### src/rtl/pipe_stage_reg.sv
// rtl/pipe_stage_reg.sv - Y86-64 pipeline stage register with stall/bubble; PIPE_REG_PERF_EN adds stall/bubble counters
module pipe_stage_reg #(
  parameter int         WORD_W    = 64,
  parameter int         REG_W     = 4,
  parameter int         STAT_W    = 3,
  parameter logic [3:0] NOP_ICODE = 4'h1,
  parameter logic [2:0] BUB_STAT  = 3'h1,
  parameter logic [3:0] RNONE     = 4'hF
`ifdef PIPE_REG_PERF_EN
  , parameter int       CNT_W     = 16
`endif
) (
  input  logic              clk,
  input  logic              reset,
  input  logic              stall,
  input  logic              bubble,
  input  logic [STAT_W-1:0] in_stat,
  input  logic [3:0]        in_icode,
  input  logic [3:0]        in_ifun,
  input  logic [WORD_W-1:0] in_valC,
  input  logic [WORD_W-1:0] in_valA,
  input  logic [WORD_W-1:0] in_valB,
  input  logic [REG_W-1:0]  in_destE,
  input  logic [REG_W-1:0]  in_destM,
  input  logic [REG_W-1:0]  in_srcA,
  input  logic [REG_W-1:0]  in_srcB,
  output logic [STAT_W-1:0] out_stat,
  output logic [3:0]        out_icode,
  output logic [3:0]        out_ifun,
  output logic [WORD_W-1:0] out_valC,
  output logic [WORD_W-1:0] out_valA,
  output logic [WORD_W-1:0] out_valB,
  output logic [REG_W-1:0]  out_destE,
  output logic [REG_W-1:0]  out_destM,
  output logic [REG_W-1:0]  out_srcA,
  output logic [REG_W-1:0]  out_srcB,
  output logic              out_bubble,
`ifdef PIPE_REG_PERF_EN
  output logic [CNT_W-1:0]  stall_cnt,
  output logic [CNT_W-1:0]  bubble_cnt,
`endif
  output logic              ctl_err
);

  // Nop bundle shared by reset and bubble injection
  localparam logic [STAT_W-1:0] NOP_STAT = STAT_W'(BUB_STAT);
  localparam logic [REG_W-1:0]  NOP_REG  = REG_W'(RNONE);

  logic [STAT_W-1:0] stat_q,  stat_d;
  logic [3:0]        icode_q, icode_d;
  logic [3:0]        ifun_q,  ifun_d;
  logic [WORD_W-1:0] valc_q,  valc_d;
  logic [WORD_W-1:0] vala_q,  vala_d;
  logic [WORD_W-1:0] valb_q,  valb_d;
  logic [REG_W-1:0]  deste_q, deste_d;
  logic [REG_W-1:0]  destm_q, destm_d;
  logic [REG_W-1:0]  srca_q,  srca_d;
  logic [REG_W-1:0]  srcb_q,  srcb_d;
  logic              bub_q,   bub_d;
  logic              err_q,   err_d;

  // Next bundle: bubble beats stall beats load; a stall+bubble clash is remembered
  always_comb begin
    stat_d  = stat_q;
    icode_d = icode_q;
    ifun_d  = ifun_q;
    valc_d  = valc_q;
    vala_d  = vala_q;
    valb_d  = valb_q;
    deste_d = deste_q;
    destm_d = destm_q;
    srca_d  = srca_q;
    srcb_d  = srcb_q;
    bub_d   = bub_q;
    err_d   = err_q;
    if (bubble) begin
      stat_d  = NOP_STAT;
      icode_d = NOP_ICODE;
      ifun_d  = 4'h0;
      valc_d  = '0;
      vala_d  = '0;
      valb_d  = '0;
      deste_d = NOP_REG;
      destm_d = NOP_REG;
      srca_d  = NOP_REG;
      srcb_d  = NOP_REG;
      bub_d   = 1'b1;
      err_d   = err_q | stall;
    end else if (!stall) begin
      stat_d  = in_stat;
      icode_d = in_icode;
      ifun_d  = in_ifun;
      valc_d  = in_valC;
      vala_d  = in_valA;
      valb_d  = in_valB;
      deste_d = in_destE;
      destm_d = in_destM;
      srca_d  = in_srcA;
      srcb_d  = in_srcB;
      bub_d   = 1'b0;
    end
  end

  // Stage flops; reset loads the nop bundle and clears the error flag
  always_ff @(posedge clk) begin
    if (reset) begin
      stat_q  <= NOP_STAT;
      icode_q <= NOP_ICODE;
      ifun_q  <= 4'h0;
      valc_q  <= '0;
      vala_q  <= '0;
      valb_q  <= '0;
      deste_q <= NOP_REG;
      destm_q <= NOP_REG;
      srca_q  <= NOP_REG;
      srcb_q  <= NOP_REG;
      bub_q   <= 1'b1;
      err_q   <= 1'b0;
    end else begin
      stat_q  <= stat_d;
      icode_q <= icode_d;
      ifun_q  <= ifun_d;
      valc_q  <= valc_d;
      vala_q  <= vala_d;
      valb_q  <= valb_d;
      deste_q <= deste_d;
      destm_q <= destm_d;
      srca_q  <= srca_d;
      srcb_q  <= srcb_d;
      bub_q   <= bub_d;
      err_q   <= err_d;
    end
  end

  assign out_stat   = stat_q;
  assign out_icode  = icode_q;
  assign out_ifun   = ifun_q;
  assign out_valC   = valc_q;
  assign out_valA   = vala_q;
  assign out_valB   = valb_q;
  assign out_destE  = deste_q;
  assign out_destM  = destm_q;
  assign out_srcA   = srca_q;
  assign out_srcB   = srcb_q;
  assign out_bubble = bub_q;
  assign ctl_err    = err_q;

`ifdef PIPE_REG_PERF_EN
  localparam logic [CNT_W-1:0] CNT_ONE = {{(CNT_W-1){1'b0}}, 1'b1};

  logic [CNT_W-1:0] scnt_q, scnt_d;
  logic [CNT_W-1:0] bcnt_q, bcnt_d;

  // Saturating counters: held cycles only count when no bubble overrides the stall
  always_comb begin
    scnt_d = scnt_q;
    bcnt_d = bcnt_q;
    if (stall && !bubble && (scnt_q != '1)) scnt_d = scnt_q + CNT_ONE;
    if (bubble && (bcnt_q != '1))           bcnt_d = bcnt_q + CNT_ONE;
  end

  // Counter flops, cleared by reset
  always_ff @(posedge clk) begin
    if (reset) begin
      scnt_q <= '0;
      bcnt_q <= '0;
    end else begin
      scnt_q <= scnt_d;
      bcnt_q <= bcnt_d;
    end
  end

  assign stall_cnt  = scnt_q;
  assign bubble_cnt = bcnt_q;
`endif

endmodule

### config.mk
export PLATFORM = sky130hd
export DESIGN_NAME = pipe_stage_reg
export DESIGN_NICKNAME = d
export VERILOG_FILES = /design/src/rtl/pipe_stage_reg.sv
export SDC_FILE = /design/constraint.sdc
export NUM_CORES = 1
export LEC_CHECK = 0
export BUFFER_PORTS_ARGS = -buffer_cell sky130_fd_sc_hd__buf_2
export CORE_MARGIN = 10
export CORE_UTILIZATION = 30
export CTS_BUF_LIST = sky130_fd_sc_hd__clkbuf_4 sky130_fd_sc_hd__clkbuf_8
export CTS_CLUSTER_SIZE = 20
export DETAILED_ROUTE_END_ITERATION = 8
export PLACE_DENSITY = 0.62
export SYNTH_ARGS = -nofsm -noshare
export SYNTH_HDL_FRONTEND = slang
export SYNTH_SLANG_ARGS = --single-unit
### constraint.sdc
create_clock -name clk -period 1.35 [get_ports clk]
set_clock_uncertainty 0.1 [all_clocks]
set_input_delay 0.405 -clock clk [delete_from_list [all_inputs] [get_ports clk]]
set_output_delay 0.405 -clock clk [all_outputs]
set_load 0.01 [all_outputs]
# Word-level counts from Yosys, hierarchy flattened
# Cells that the tools add are included.
# word_totals
input_bits	223
elab_cells	14
output_inout_bits	221
reg_bits	221
# classes
bitwise	1
n_reduce_logical	1
# ops
op	count
OR reduction 2 bit	1
bitwise OR 1 bit	1

# Depth between registers and ports, before layout
# Gate-level depths: netlist (run 1).
# logic_depth
word_depth	1
mapped_depth	5
mapped_depth_nobuf	2

# Worst setup path before layout (run 1)
# No wires, ideal clock.
# synth_timing
path_kind	in2reg
start	input port stall
end	register deste_q[3], in the netlist out_destE[3]
n_path_buf	3
arrival_time_ns	1.099
cell_stages	5
setup_ns	0.136
slack_ns	0.015
required_ns	1.114
cell_sequence	buf_2 > buf_4 > buf_4 > mux2i_1 > nand2_1
# synth_rtl
element	line	source
start, declared	15	input logic stall,
end signal, assigned	126	deste_q <= deste_d;
end, declared	55	logic [REG_W-1:0] deste_q, deste_d;

# Worst setup path after layout (run 1)
# layout_timing
start	register vala_q[54], in the netlist out_valA[54]
end	output port out_valA[54]
# layout_rtl
element	line	source
start, declared	53	logic [WORD_W-1:0] vala_q, vala_d;
start signal, assigned	124	vala_q <= vala_d;
end, declared	31	output logic [WORD_W-1:0] out_valA,
# No word-level cell between the ends.

==> out/qor.log, run 1 <==
[outcome] result of the run finished with violations
[outcome] violated checks setup timing
[worst_setup_path] r2r startpoint out_valB[12]
[layout] design area 0.0147 mm^2
[grt] largest net degree at the start of global routing 32
[floorplanning] Core Region 0.0261 mm^2
[clocking] cell chosen for the clock root clkbuf_8
[logic_synthesis] sequential share of the synthesized area 55.4%
[worst_setup_path] delay-heaviest family, CP flip-flops
[drt] via count normalized by instance count 4.43
[worst_setup_path] Reg2Reg Capture Point out_valB[12]
[timing] setup tns final -23.01 ns
[clocking] TritonCTS buffer count 39
[worst_setup_path] count of buffer and inverter cells on the critical path 1
[timing] Worst Tran Pin Value 0.288 ns
[logic_synthesis] post-synthesis cell count 714
[power] PD cells 1080 mW/mm^2
[placed_design] dpl hpwl 20,700 um
[power] P_sw 3.79 mW
[job] max-cap check violation count 0
[logic_synthesis] synthesized flop and latch total 221
[placed_design] placed instance area 0.0107 mm^2
[logic_synthesis] synthesized area divided by synthesized cell count 11.2 um^2
[worst_setup_path] delay of the slowest critical-path stage 0.36 ns
[power] Internal Power 12.1 mW
[timing] final count of pins violating max slew 0
[layout] synth-to-layout area growth 84.2%
[clocking] register clock-pin slew on the reported worst setup and hold paths 0.06 ns
[timing] worst hold-check slack 0.0230 ns
[min_path] type of the most critical hold path input pin to flip-flop
[worst_setup_path] CP Data Required Time 0.85 ns
[power] reported leakage power 7.10 nW
[clocking] Num Clock Sinks 221
[worst_setup_path] WS Path Type flip-flop to output pin
[worst_setup_path] depth of the most critical reg-to-reg path 4
[timing] achievable clock frequency 669 MHz
[floorplanning] Die X 183 um
[drt] number of DRC markers in iteration 0 205
[power] Total Power 15.9 mW
[logic_synthesis] summed instance area of the synthesized netlist 0.00799 mm^2
[logic_synthesis] Post-Synthesis Net Count 937
[floorplanning] Die Ht 183 um
[timing] Relative slew margins 80.2%
[placed_design] pre-CTS setup slack -0.0945 ns
[logic_synthesis] Yosys warning total 0
[drt] average routed wire per standard cell 18.1 um
[worst_setup_path] Worst Setup Start Kind flip-flop
[layout] fin nets 1,575
[drt] total number of vias 7,597
[power] switching power share of the total 23.9%
[timing] Period Utilization, post-route 111%
[timing] worst setup margin -0.144 ns
[worst_setup_path] endpoint arrival time on the critical path 0.99 ns
[worst_setup_path] capturing element type of the critical path output pin
[floorplanning] Die ar. 0.0336 mm^2
[timing] final setup vio count 221
[placed_design] quantity of I/O buffers inserted on ports 443
[drt] post-detailed-routing wire length 31,000 um
[clocking] maximum level of the CTS H-tree 2
[worst_setup_path] end point of the critical path out_valA[54]
[grt] total global routing overflow 0
[logic_synthesis] post-synth cell types 13
[grt] global-route usage over all layers 17.5%
[power] part of the power in registers 43.7%
[grt] vias in the first global route 8,535
[drt] drt first pass iters 4
[power] Combinational Power Share 14.3%
[worst_setup_path] maximum fanout along the worst path 2
[power] clock network fraction of design power 42.0%
[worst_setup_path] worst reg2reg setup slack 0.28 ns
[timing] setup repair after global routing missed its margin true
[floorplanning] initial core utilization 30.6%
[layout] commonest non-fill, non-tap cells in the layout 221 x buf_2, 221 x buf_6, 219 x mux2i_1
[clocking] clock latency on the worst-skew pair 0.50 ns
[grt] antenna violations before repair 2
[timing] clock period minus final worst setup slack 1.49 ns
[drt] Detail Route Antenna Nets 0
[floorplanning] IO Pins 444
[logic_synthesis] cell type with the highest aggregate area in the netlist dfxtp_1
[clocking] CTS tree yes
[worst_setup_path] number of gates on the worst path with buffers counted 1
[clocking] Clock Path Buffers 3
[logic_synthesis] cell types occupying the most area after synthesis dfxtp_1 55%, mux2i_1 27%, nor2_1 8.7%
[worst_setup_path] launching element of the worst setup path out_valA[54]
[grt] first-pass GRT wire length 47,200 um
[timing] Final Hold Vio Count 0
[worst_setup_path] cell with the biggest individual delay on the critical path dfxtp_2
[worst_setup_path] crit-path cells buf_6
[power] Worst VDD drop 0.742 mV
[drt] remaining design rule violation count 0
[placed_design] GP Congestion 0.781
[logic_synthesis] share of the synthesized area in the top cell type 55.4%
[layout] share of cells above drive strength 1 59.5%
[floorplanning] count of standard-cell rows 59
==> cells in the mapped netlist <==
cell	instances
nor2_2	7
nor2_1	186
mux2i_1	219
buf_6	20
buf_4	21
dfxtp_1	221
or2_1	1
a21oi_1	1
clkbuf_1	2
buf_2	5
nand2_1	20
buf_8	1
nor2_4	10
==> what timing repair did <==
item | 4_1_cts | 5_1_grt
endpoints found under the hold margin | 131 | 0
hold buffers | 131 | 0
buffers inserted | 9 | 19
resized for setup | 468 | 3
endpoints found under the setup margin | 221 | 221
==> power groups by stage <==
stage	Combinational, mW	Sequential (mW)	Clock, mW
floorplan	0.790	7.09	0
global placement	1.63	6.98	0
detailed placement	1.65	6.99	0
CTS	2.21	6.94	6.85
global route	2.44	6.96	7.13
finish	2.27	6.94	6.66
==> per-layer routing <==
metal	global-route usage, %	up-vias	routed length (um)
met3	6.17	82	2550
li1	-	3634	-
met2	32.8	302	16500
met1	17.0	3579	10900
met4	7.70	0	1160
met5	0	-	0
==> stage by stage <==
stage                     util [%]  cells
final                         56.3   1714
after global routing          56.3   1714
after CTS                     55.7   1693
after detailed placement      40.8   1487
after global placement        40.8   1487
after floorplan                  -    714
==> flip-flops by register name (all words and copies together) (netlist names) <==
signal,cells
out_stat,3
out_icode,4
out_valC,64
ctl_err,1
out_bubble,1
out_valA,64
out_ifun,4
out_srcA,4
out_valB,64
out_srcB,4
out_destE,4
out_destM,4
==> worst min-delay path by stage <==
stage / start / to / slack, ns / cells past startpoint
6_report: in_valC[61] / out_valC[61] / 0.02 / 3
2_1_floorplan: out_bubble / out_bubble / 0.37 / 2
3_3_place_gp: out_bubble / out_bubble / 0.34 / 2
4_1_cts: in_valC[59] / out_valC[59] / 0.00001 / 3
3_5_place_dp: out_bubble / out_bubble / 0.34 / 2
5_1_grt: in_valB[61] / out_valB[61] / 0.004 / 3
==> layout make-up <==
class                   instances  area [um^2]
diodes                          2         5.00
clock buffers                  64          812
clock inverters                 2         35.0
fillers                      2131        11400
multi-input cells             444         3140
flip-flops and latches        221         4710
well taps                     335          419
repair buffers                646         5600
==> kinds of logic (layout without fill, tap and decap cells) <==
family          Yosys count  count (layout)  share of synthesized area [%]
compound gates            1               1                         0.0626
buf+inv                  49             712                           5.39
flops                   221             221                           55.4
mux                     219             219                           27.4
other cells               0               2                              0
simple gates            224             224                           11.7
Power figures use the tool's default switching activity.
==> run 2: changes to the inputs <==
--- a/constraint.sdc
+++ b/constraint.sdc
@@ -3,3 +3,3 @@
 set_input_delay 0.405 -clock clk [delete_from_list [all_inputs] [get_ports clk]]
 set_output_delay 0.405 -clock clk [all_outputs]
-set_load 0.01 [all_outputs]
+set_load 0.05 [all_outputs]
==> run 2 against run 1 <==
  * The flow still finishes with violations (setup timing)
  * Via count is 2.2% higher
  * Utilization is 3.5 points higher
  * First-iteration DRC count is 6.8% higher
  * Register-to-register slack worse by 0.03 ns
  * Cell area is 6.2% higher
  * Flip-flop and latch count stayed put
  * Worst hold slack better by 0.011 ns
  * Worst setup slack worse by 0.050 ns
  * Non-clock buffer count is 9 higher
  * Clock power hardly changed
  * Global-route usage is 0.88 points higher
  * Die area stayed put
  * Critical endpoint is now out_valC[8]
==> out/qor.log, run 2 (synthesis results as in run 1) <==
[outcome] result of the run finished with violations
[outcome] violated checks setup timing
[worst_setup_path] maximum fanout along the worst path 2
[worst_setup_path] launching element of the worst setup path out_valC[8]
[worst_setup_path] r2r startpoint out_valB[12]
[clocking] clock latency on the worst-skew pair 0.50 ns
[layout] Multi-input gate area 0.00314 mm^2
[floorplanning] initial core utilization 30.6%
[floorplanning] Core Region 0.0261 mm^2
[worst_setup_path] Worst Setup Start Kind flip-flop
[floorplanning] Die Ht 183 um
[timing] Relative slew margins 78.1%
[power] Worst VDD drop 0.682 mV
[clocking] Num Clock Sinks 221
[floorplanning] IO Pins 444
[worst_setup_path] cell with the biggest individual delay on the critical path dfxtp_2
[power] Total Power 16.8 mW
[power] reported leakage power 7.40 nW
[placed_design] dpl hpwl 20,700 um
[layout] combined flip-flop and latch cell area 0.00472 mm^2
[floorplanning] count of standard-cell rows 59
[grt] antenna violations before repair 0
[timing] clock period minus final worst setup slack 1.54 ns
[placed_design] placed instance area 0.0107 mm^2
[placed_design] pre-CTS setup slack -0.0945 ns
[power] Internal Power 12.3 mW
[clocking] register clock-pin slew on the reported worst setup and hold paths 0.06 ns
[grt] total global routing overflow 0
[worst_setup_path] capturing element type of the critical path output pin
[drt] number of DRC markers in iteration 0 219
[grt] largest net degree at the start of global routing 32
[clocking] CTS tree yes
[grt] vias in the first global route 8,637
[worst_setup_path] delay-heaviest family, CP flip-flops
[placed_design] GP Congestion 0.781
[drt] remaining design rule violation count 0
[clocking] TritonCTS buffer count 39
[clocking] maximum level of the CTS H-tree 2
[clocking] Clock Path Buffers 3
[layout] commonest non-fill, non-tap cells in the layout 222 x buf_8, 221 x buf_2, 219 x mux2i_1
[job] max-cap check violation count 0
[layout] design area 0.0156 mm^2
[worst_setup_path] count of buffer and inverter cells on the critical path 1
[drt] average routed wire per standard cell 19.0 um
[timing] achievable clock frequency 648 MHz
[timing] worst hold-check slack 0.0344 ns
[power] part of the power in registers 41.6%
[worst_setup_path] CP Data Required Time 0.85 ns
[worst_setup_path] delay of the slowest critical-path stage 0.37 ns
[min_path] type of the most critical hold path input pin to flip-flop
[layout] fin cells 1,723
[placed_design] number of placed cells counting well taps 1,487
[clocking] cell chosen for the clock root clkbuf_8
[power] clock network fraction of design power 39.7%
[grt] first-pass GRT wire length 49,200 um
[drt] drt first pass iters 4
[timing] Period Utilization, post-route 114%
[floorplanning] Die ar. 0.0336 mm^2
[drt] Detail Route Antenna Nets 0
[timing] setup repair after global routing missed its margin true
[layout] share of cells above drive strength 1 59.8%
[layout] synth-to-layout area growth 95.6%
[power] switching power share of the total 26.9%
[layout] fin nets 1,584
[power] P_sw 4.52 mW
[power] PD cells 1070 mW/mm^2
[timing] Worst Tran Pin Value 0.320 ns
[layout] number of filler instances in the final layout 1,926
[worst_setup_path] endpoint arrival time on the critical path 1.04 ns
[worst_setup_path] crit-path cells buf_8
[drt] post-detailed-routing wire length 32,800 um
[power] Combinational Power Share 18.7%
[floorplanning] Die X 183 um
[timing] worst setup margin -0.194 ns
[timing] Final Hold Vio Count 0
[timing] setup tns final -35.19 ns
[placed_design] quantity of I/O buffers inserted on ports 443
[min_path] hold wc startpoint in_valC[12]
[grt] global-route usage over all layers 18.4%
[layout] leading cell type in the layout, fill and taps excluded buf_8
[drt] via count normalized by instance count 4.51
[timing] final count of pins violating max slew 0
[drt] total number of vias 7,766
[worst_setup_path] WS Path Type flip-flop to output pin
[layout] fraction of the core area covered by cells at the end of the flow 59.8%
[timing] final setup vio count 221
run 2: changes by cell type in the layout (fill, tap and decap cells not counted):
| cell | change |
|---|---|
| buf_4 | +9 |
| buf_6 | -221 |
| buf_8 | +221 |
| dfxtp_2 | -4 |
| dfxtp_4 | +4 |
run 2: area by class of cell:
cell class	count	area share, %
repair buffers	655	41.6
clock inverters	2	0.224
flip-flops and latches	221	30.2
diodes	2	0.0320
multi-input cells	444	20.1
well taps	335	2.68
clock buffers	64	5.20
run 2: path summary, 6_finish.rpt:
path / end / slack [ns] / cells past startpoint
hold / removal: out_valC[12] / 0.03 / 3
hold reg to reg: out_bubble / 0.38 / 2
setup / recovery: out_valC[8] / -0.19 / 1
setup reg to reg: out_valB[12] / 0.25 / 4
run 2: repair_timing:
| item | 4_1_cts | 5_1_grt |
|---|---|---|
| endpoints found under the hold margin | 131 | 0 |
| hold buffers | 131 | 0 |
| buffers inserted | 8 | 29 |
| gates resized for setup | 888 | 4 |
| setup endpoints to repair | 221 | 221 |
| cloned | 0 | 0 |
run 2: per-layer routing:
layer  vias up  global-route usage, %  wire [um]
met5         -                      0          0
met4         0                   9.87       1690
met3       107                   6.82       2760
met2       336                   34.1      17300
met1      3670                   17.3      11000
li1       3653                      -          -
run 2: power by group through the flow:
stage                     combinational [mW]  sequential [mW]  clock, mW
after floorplan                        0.790             7.74          0
after global placement                  2.28             6.98          0
after detailed placement                2.30             6.99          0
after CTS                               3.04             6.98       6.85
after global routing                    3.30             7.00       7.14
final                                   3.14             6.98       6.67
